## src/rtl/mem_arbiter_pkg.sv

```systemverilog
// Shared types for the memory arbiter: RAM word, RAM handshake state and
// arbiter FSM state, plus default tuning constants.
package mem_arbiter_pkg;

    typedef logic [31:0] word_t;

    // Handshake state reported by the RAM model each cycle.
    typedef enum logic [1:0] {
        FREE   = 2'd0,
        BUSY   = 2'd1,
        ACCESS = 2'd2,
        ERROR  = 2'd3
    } ramstate_t;

    // Arbiter FSM: IDLE always separates two grants.
    typedef enum logic [1:0] {
        IDLE   = 2'd0,
        IGRANT = 2'd1,
        DGRANT = 2'd2
    } arb_state_t;

    localparam int STARVE_LIMIT_DEF = 4;
    localparam int RETRY_MAX_DEF    = 3;

endpackage

```

## src/rtl/mem_arbiter_if.sv

```systemverilog
// Bus bundle between the requesters (fetch / data), the arbiter and the RAM.
// The arbiter uses the slave view; the environment driving requests and
// modelling the RAM uses the master view.
interface mem_arbiter_if;
    import mem_arbiter_pkg::*;

    // instruction side
    logic      iREN;
    word_t     iaddr;
    word_t     iload;
    logic      iwait;
    // data side
    logic      dREN;
    logic      dWEN;
    word_t     daddr;
    word_t     dstore;
    word_t     dload;
    logic      dwait;
    // RAM side
    logic      ramREN;
    logic      ramWEN;
    word_t     ramaddr;
    word_t     ramstore;
    word_t     ramload;
    ramstate_t ramstate;

    modport slave (
        input  iREN, iaddr, dREN, dWEN, daddr, dstore, ramload, ramstate,
        output iload, iwait, dload, dwait, ramREN, ramWEN, ramaddr, ramstore
    );

    modport master (
        output iREN, iaddr, dREN, dWEN, daddr, dstore, ramload, ramstate,
        input  iload, iwait, dload, dwait, ramREN, ramWEN, ramaddr, ramstore
    );

endinterface

```

## src/rtl/mem_arbiter_starve_ctr.sv

```systemverilog
// Saturating counter of data completions that happened while fetch waited.
// limit_hit_o tells the arbiter to give fetch the next grant.
module mem_arbiter_starve_ctr #(
    parameter int LIMIT = 4
) (
    input  logic CLK,
    input  logic RST,
    input  logic inc_i,
    input  logic clr_i,
    output logic limit_hit_o
);
    localparam int W = $clog2(LIMIT + 1);
    localparam logic [W-1:0] LIMIT_W = W'(LIMIT);

    logic [W-1:0] cnt_q;
    logic [W-1:0] cnt_d;

    // Clear beats increment; increment stops at the limit.
    always_comb begin
        cnt_d = cnt_q;
        if (clr_i) begin
            cnt_d = '0;
        end else if (inc_i && (cnt_q != LIMIT_W)) begin
            cnt_d = cnt_q + 1'b1;
        end
    end

    // Count register.
    always_ff @(posedge CLK) begin
        if (RST) begin
            cnt_q <= '0;
        end else begin
            cnt_q <= cnt_d;
        end
    end

    assign limit_hit_o = (cnt_q == LIMIT_W);

endmodule

```

## src/rtl/mem_arbiter.sv

```systemverilog
// Two-requester arbiter in front of a single-ported RAM. Data wins by default;
// after STARVE_LIMIT data completions with fetch pending, fetch wins once.
// RAM ERROR responses are retried until RETRY_MAX, then err_o latches.
module mem_arbiter
    import mem_arbiter_pkg::*;
#(
    parameter int STARVE_LIMIT = STARVE_LIMIT_DEF,
    parameter int RETRY_MAX    = RETRY_MAX_DEF
) (
    input  logic          CLK,
    input  logic          RST,
    mem_arbiter_if.slave  bus,
    output logic          err_o
);
    localparam int RW = $clog2(RETRY_MAX + 1);
    localparam logic [RW-1:0] RETRY_LAST = RW'(RETRY_MAX - 1);

    arb_state_t    state_q, state_d;
    logic [RW-1:0] retry_q, retry_d;
    logic          err_q;

    logic data_req;
    logic granted_req;
    logic in_grant;
    logic last_error;
    logic done;
    logic starve_hit;
    logic starve_inc;
    logic starve_clr;

    assign data_req = bus.dREN | bus.dWEN;
    assign in_grant = (state_q != IDLE);

    // Live request of whoever currently owns the RAM; low means abort.
    always_comb begin
        granted_req = 1'b0;
        unique case (state_q)
            IGRANT:  granted_req = bus.iREN;
            DGRANT:  granted_req = data_req;
            default: granted_req = 1'b0;
        endcase
    end

    // An ERROR that would exhaust the retry budget terminates the transaction.
    assign last_error = in_grant && granted_req && (bus.ramstate == ERROR)
                        && (retry_q == RETRY_LAST);
    assign done       = in_grant && granted_req
                        && ((bus.ramstate == ACCESS) || last_error);

    // Starvation bookkeeping: data completions while fetch waits, reset by a
    // fetch completion or by fetch not asking while idle.
    assign starve_inc = done && (state_q == DGRANT) && bus.iREN;
    assign starve_clr = (done && (state_q == IGRANT))
                        || ((state_q == IDLE) && !bus.iREN);

    mem_arbiter_starve_ctr #(
        .LIMIT (STARVE_LIMIT)
    ) u_starve (
        .CLK         (CLK),
        .RST         (RST),
        .inc_i       (starve_inc),
        .clr_i       (starve_clr),
        .limit_hit_o (starve_hit)
    );

    // FSM state register.
    always_ff @(posedge CLK) begin
        if (RST) begin
            state_q <= IDLE;
        end else begin
            state_q <= state_d;
        end
    end

    // FSM next state: pick a requester in IDLE, leave a grant on finish/abort.
    always_comb begin
        state_d = state_q;
        unique case (state_q)
            IDLE: begin
                if (data_req && !(bus.iREN && starve_hit)) begin
                    state_d = DGRANT;
                end else if (bus.iREN) begin
                    state_d = IGRANT;
                end
            end
            IGRANT, DGRANT: begin
                if (!granted_req || done) begin
                    state_d = IDLE;
                end
            end
            default: state_d = IDLE;
        endcase
    end

    // FSM outputs: RAM strobes follow the granted requester's live signals.
    always_comb begin
        bus.iwait    = 1'b1;
        bus.dwait    = 1'b1;
        bus.ramREN   = 1'b0;
        bus.ramWEN   = 1'b0;
        bus.ramaddr  = '0;
        bus.ramstore = '0;
        unique case (state_q)
            IGRANT: begin
                bus.ramREN  = bus.iREN;
                bus.ramaddr = bus.iaddr;
                bus.iwait   = !done;
            end
            DGRANT: begin
                // A simultaneous read and write is treated as a write.
                bus.ramWEN   = bus.dWEN;
                bus.ramREN   = bus.dREN & ~bus.dWEN;
                bus.ramaddr  = bus.daddr;
                bus.ramstore = bus.dstore;
                bus.dwait    = !done;
            end
            default: ;
        endcase
    end

    assign bus.iload = bus.ramload;
    assign bus.dload = bus.ramload;

    // Retry count, restarted each time the arbiter returns to IDLE.
    always_comb begin
        retry_d = retry_q;
        if (state_d == IDLE) begin
            retry_d = '0;
        end else if (in_grant && granted_req && (bus.ramstate == ERROR)) begin
            retry_d = retry_q + 1'b1;
        end
    end

    // Retry and sticky error registers.
    always_ff @(posedge CLK) begin
        if (RST) begin
            retry_q <= '0;
            err_q   <= 1'b0;
        end else begin
            retry_q <= retry_d;
            if (last_error) begin
                err_q <= 1'b1;
            end
        end
    end

    // Error is visible in the same cycle the final ERROR response arrives.
    assign err_o = err_q | last_error;

endmodule

```

## src/flat_wrapper.sv

```systemverilog
// flat-port wrapper written by rule: the top's interface ports become plain ports
module mem_arbiter_flat import mem_arbiter_pkg::*;
#(
    parameter int STARVE_LIMIT = STARVE_LIMIT_DEF,
    parameter int RETRY_MAX    = RETRY_MAX_DEF
)
  (CLK, RST, err_o, bus_iREN, bus_iaddr, bus_dREN, bus_dWEN, bus_daddr, bus_dstore, bus_ramload, bus_ramstate, bus_iload, bus_iwait, bus_dload, bus_dwait, bus_ramREN, bus_ramWEN, bus_ramaddr, bus_ramstore);
  mem_arbiter_if bus_i ();
  input  logic CLK;
  input  logic RST;
  output logic err_o;
  input wire logic [$bits(bus_i.iREN)-1:0] bus_iREN;
  input wire logic [$bits(bus_i.iaddr)-1:0] bus_iaddr;
  input wire logic [$bits(bus_i.dREN)-1:0] bus_dREN;
  input wire logic [$bits(bus_i.dWEN)-1:0] bus_dWEN;
  input wire logic [$bits(bus_i.daddr)-1:0] bus_daddr;
  input wire logic [$bits(bus_i.dstore)-1:0] bus_dstore;
  input wire logic [$bits(bus_i.ramload)-1:0] bus_ramload;
  input wire logic [$bits(bus_i.ramstate)-1:0] bus_ramstate;
  output wire logic [$bits(bus_i.iload)-1:0] bus_iload;
  output wire logic [$bits(bus_i.iwait)-1:0] bus_iwait;
  output wire logic [$bits(bus_i.dload)-1:0] bus_dload;
  output wire logic [$bits(bus_i.dwait)-1:0] bus_dwait;
  output wire logic [$bits(bus_i.ramREN)-1:0] bus_ramREN;
  output wire logic [$bits(bus_i.ramWEN)-1:0] bus_ramWEN;
  output wire logic [$bits(bus_i.ramaddr)-1:0] bus_ramaddr;
  output wire logic [$bits(bus_i.ramstore)-1:0] bus_ramstore;
  assign bus_i.iREN = bus_iREN;
  assign bus_i.iaddr = bus_iaddr;
  assign bus_i.dREN = bus_dREN;
  assign bus_i.dWEN = bus_dWEN;
  assign bus_i.daddr = bus_daddr;
  assign bus_i.dstore = bus_dstore;
  assign bus_i.ramload = bus_ramload;
  assign bus_i.ramstate = bus_ramstate;
  assign bus_iload = bus_i.iload;
  assign bus_iwait = bus_i.iwait;
  assign bus_dload = bus_i.dload;
  assign bus_dwait = bus_i.dwait;
  assign bus_ramREN = bus_i.ramREN;
  assign bus_ramWEN = bus_i.ramWEN;
  assign bus_ramaddr = bus_i.ramaddr;
  assign bus_ramstore = bus_i.ramstore;
  mem_arbiter #(.STARVE_LIMIT(STARVE_LIMIT), .RETRY_MAX(RETRY_MAX)) u_core (.CLK(CLK), .RST(RST), .bus(bus_i), .err_o(err_o));
endmodule
```

## config.mk

```make
export PLATFORM = sky130hd
export DESIGN_NAME = mem_arbiter_flat
export DESIGN_NICKNAME = d
export VERILOG_FILES = /design/src/rtl/mem_arbiter_pkg.sv /design/src/rtl/mem_arbiter_if.sv /design/src/rtl/mem_arbiter_starve_ctr.sv /design/src/rtl/mem_arbiter.sv /design/src/flat_wrapper.sv
export SDC_FILE = /design/constraint.sdc
export NUM_CORES = 1
export LEC_CHECK = 0
export CAP_MARGIN = 20
export CORE_AREA = 3 3 104 106
export DETAILED_ROUTE_END_ITERATION = 8
export DIE_AREA = 0 0 107 109
export PLACE_DENSITY = 0.64
export SLEW_MARGIN = 20
export SYNTH_ARGS = -nofsm -noshare
export SYNTH_HDL_FRONTEND = slang
export SYNTH_SLANG_ARGS = --single-unit
```

## constraint.sdc

```tcl
create_clock -name CLK -period 1.5 [get_ports CLK]
set_input_delay 0.225 -clock CLK [delete_from_list [all_inputs] [get_ports CLK]]
set_output_delay 0.225 -clock CLK [all_outputs]
set_load 0.05 [all_outputs]
```

==> flow_metrics.env <==
export IMPL_io_pins=268
export IMPL_critPathTopFamily="flip-flops"
export IMPL_syn2layout_area_growth_pct=172.1
export IMPL_setup_violations=75
export IMPL_rows=36
export IMPL_required_ns=1.27
export IMPL_grt_pass1_vias=2181
export IMPL_antenna_cells=0
export IMPL_grt_antenna_before_repair=0
export IMPL_avgSynthCellArea_um2=7.230
export IMPL_period_minus_slack_ns=1.834
export IMPL_power_density_mw_per_mm2=487.7
export IMPL_p_leak_nw=1.770
export IMPL_fmax_ghz=0.5452
export IMPL_worst_slack_ns=-0.3342
export IMPL_ys_top_cells_by_area="buf_4 (29%), a22oi_1 (14%), and2_1 (12%), nor2b_1 (12%), dfxtp_1 (9.3%)"
export IMPL_ys_seq_elements=8
export IMPL_cts_num_sinks=8
export IMPL_vdd_drop_max_v=0.0004085
export IMPL_grt_use_total_pct=13.27
export IMPL_finalPower_mw=2.293
export IMPL_clkPwrFrac_pct=11.9
export IMPL_wl_um=8760
export IMPL_worstSetupPathType="register to primary output"
export IMPL_async_flop_share_pct=0
export IMPL_synth_edf_count=0
export IMPL_holdWs_ns=0.4500
export IMPL_fin_nets=514
export IMPL_crit_chain="inv_4 > ha_4 > a21boi_4 > and3_4 > a21o_4 > buf_12"
export IMPL_crit_fanout=5
export IMPL_hold_path_class="input pin to primary output"
export IMPL_worst_path_max_delay_cell="dfxtp_4"
export IMPL_hold_buffers=0
export IMPL_worst_path_buf_inv=2
export IMPL_cts_made_buffers=3
export IMPL_yosys_area_top_type="buf_4"
export IMPL_grt_overflow_total=0
export IMPL_rsz0062_at_grt="yes"
export IMPL_swShare_pct=38.58
export IMPL_design_area_mm2=0.004702
export IMPL_violations="setup timing"
export IMPL_timing_final_crit_share_pct=122.3
export IMPL_dieHeight_um=109
export IMPL_vias=2119
export IMPL_path_clk_slew_ns=0.04
export IMPL_p_int_mw=1.409
export IMPL_num_fill_cells=883
export IMPL_start_util_pct=17.52
export IMPL_synth_top_cell_area_share_pct=28.67
export IMPL_drtIter0Drc=80
export IMPL_syn_nets=381
export IMPL_skew_ns=0.001964
export IMPL_dpl_cell_area_mm2=0.004358
export IMPL_synth_warnings=0
export IMPL_slew_viol_final=0
export IMPL_seq_area_frac_synth_pct=9.269
export IMPL_drv_cap=0
export IMPL_yosysMostFrequentCell="buf_4"
export IMPL_end_kind="primary output"
export IMPL_slew_headroom_pct=64.79
export IMPL_via_per_inst=4.204
export IMPL_clkLatencyLatePin_ns=0.23
export IMPL_switching_power_mw=0.8847
export IMPL_yosysUniqueCellTypes=31
export IMPL_dr_pass1_iters=4
export IMPL_critPathArrivalTime_ns=1.61
export IMPL_die_w_um=107
export IMPL_comb_power_share_pct=78.4
export IMPL_grt_start_max_net_pins=31
export IMPL_clk_path_buf_depth=2
export IMPL_htree_levels=1
export IMPL_synth_common_cells="buf_4 (66), and2_1 (34), nor2b_1 (34), a22oi_1 (32), clkbuf_1 (12)"
export IMPL_final_antenna_net_count=0
export IMPL_cts_tree="yes"
export IMPL_wire_per_inst_um=17.38
export IMPL_startpoint_type="register"
export IMPL_grt_pass1_wl_um=12190
export IMPL_drive_gt1_share_pct=58.49
export IMPL_netlist_instances=239
export IMPL_portBuffers=171
export IMPL_cts_root_buf="clkbuf_8"
export IMPL_power_share_sequential_pct=9.7
export IMPL_max_stage_delay_ns=0.37
export IMPL_status="finished with violations"
export IMPL_syn_area_mm2=0.001728
export IMPL_dp_hpwl_um=7034
export IMPL_tightest_slew_ns=0.5226
export IMPL_core_mm2=0.009864
export IMPL_ys_flop_type="dfxtp_1"
export IMPL_drc_errors=0
export IMPL_hold_viol_final=0
export IMPL_gp_congestion=0.8176
export IMPL_die_area_mm2=0.01166
[layer usage]
| metal | global-route usage, % | vias up | wire (um) |
|---|---|---|---|
| met5 | 0 | - | 0 |
| met1 | 15.11 | 991 | 3361 |
| met2 | 24.78 | 124 | 4524 |
| met4 | 2.192 | 0 | 48 |
| met3 | 4.026 | 8 | 825 |
| li1 | - | 996 | - |
[cell type report]
class | instances | area (um2) | area share, %
clock buffers | 4 | 45.04 | 0.9580
inverters | 7 | 31.28 | 0.6652
multi-input cells | 145 | 1535 | 32.65
flip-flops and latches | 8 | 167.7 | 3.566
well taps | 133 | 166.4 | 3.539
repair buffers | 207 | 2756 | 58.62
[worst reg2reg max path, delay by kind of cell, from the launching register on]
kind / cells / cell delay, ns
AO/OA/AOI/OAI: 2 / 0.36
flip-flops: 1 / 0.37
AND/OR/NAND/NOR: 2 / 0.25
buffers and inverters: 3 / 0.31
adder cells (fa/ha/maj): 1 / 0.25
[power by group through the flow]
stage	Sequential, mW	Combinational, mW	Clock, mW
3_5_place_dp	0.225	1.66	0
2_1_floorplan	0.225	1.26	0
6_report	0.223	1.80	0.273
4_1_cts	0.222	1.73	0.281
5_1_grt	0.223	1.87	0.294
3_3_place_gp	0.224	1.65	0
[state kept, by name, summed over array words and instances, names as in the netlist]
signal / cells
u_core.err_q: 1
u_core.state_q: 2
u_core.u_starve.cnt_q: 3
u_core.retry_q: 2
[placed cells by master, fill, tap and decap left out, types with 2 or more instances in the layout]
cell type	netlist	routed
a22oi_1	32	8
dfxtp_1	8	6
inv_4	0	2
ha_4	0	3
nand2_2	1	2
buf_12	0	71
a21oi_1	3	3
clkbuf_8	0	3
and2_4	0	34
clkbuf_16	0	2
nor2_1	4	4
o21ai_0	3	2
nand2_1	5	4
clkdlybuf4s50_1	0	102
xnor2_1	2	2
nor2b_1	34	2
buf_4	66	30
ha_1	7	4
a22oi_2	0	24
nand3_4	0	2
nor2b_4	0	32
nand3_1	4	2
dfxtp_4	0	2
inv_1	7	5
[cell families after synthesis]
group                      count (synthesis)  share of synthesized area (%)
AOI/OAI and AO/OA                         46                          20.13
xor gates and xnor gates                   3                          1.521
adders and majority gates                  7                          5.069
buffers and inverters                     86                          33.02
DFF                                        8                          9.268
muxes                                      1                         0.5793
and+or+nand+nor                           88                          30.41
[repair_timing]
item | 4_1_cts | 5_1_grt
cloned | 0 | 2
setup endpoints to repair | 74 | 76
gates resized for setup | 21 | 22
buffers inserted | 5 | 6
pin swaps | 6 | 4
[per-stage QoR]
stage               utilization (%)  setup slack [ns]  TNS (ns)  instances
CTS                           45.89           -0.3457    -18.52        498
global placement              44.18           -0.1790    -4.180        490
global route                  47.67           -0.3805    -21.35        504
detailed placement            44.18           -0.2177    -5.612        490
floorplan                         -           -0.1529    -2.137        239
finish                        47.67           -0.3342    -16.70        504
[worst paths after layout]
check                                        startpoint                               endpoint  slack [ns]  depth (start not counted)
hold / removal                           bus_ramload[2]                           bus_dload[2]        0.45                          0
hold reg to reg   u_core.u_starve.cnt_q[1]$_SDFFE_PP0P_  u_core.u_starve.cnt_q[1]$_SDFFE_PP0P_        0.52                          2
setup / recovery           u_core.state_q[0]$_SDFF_PP0_                                  err_o       -0.33                          6
setup reg to reg           u_core.state_q[1]$_SDFF_PP0_         u_core.retry_q[0]$_SDFFE_PP0P_       -0.15                          8
Note: power is estimated with default switching activity, not from simulation.
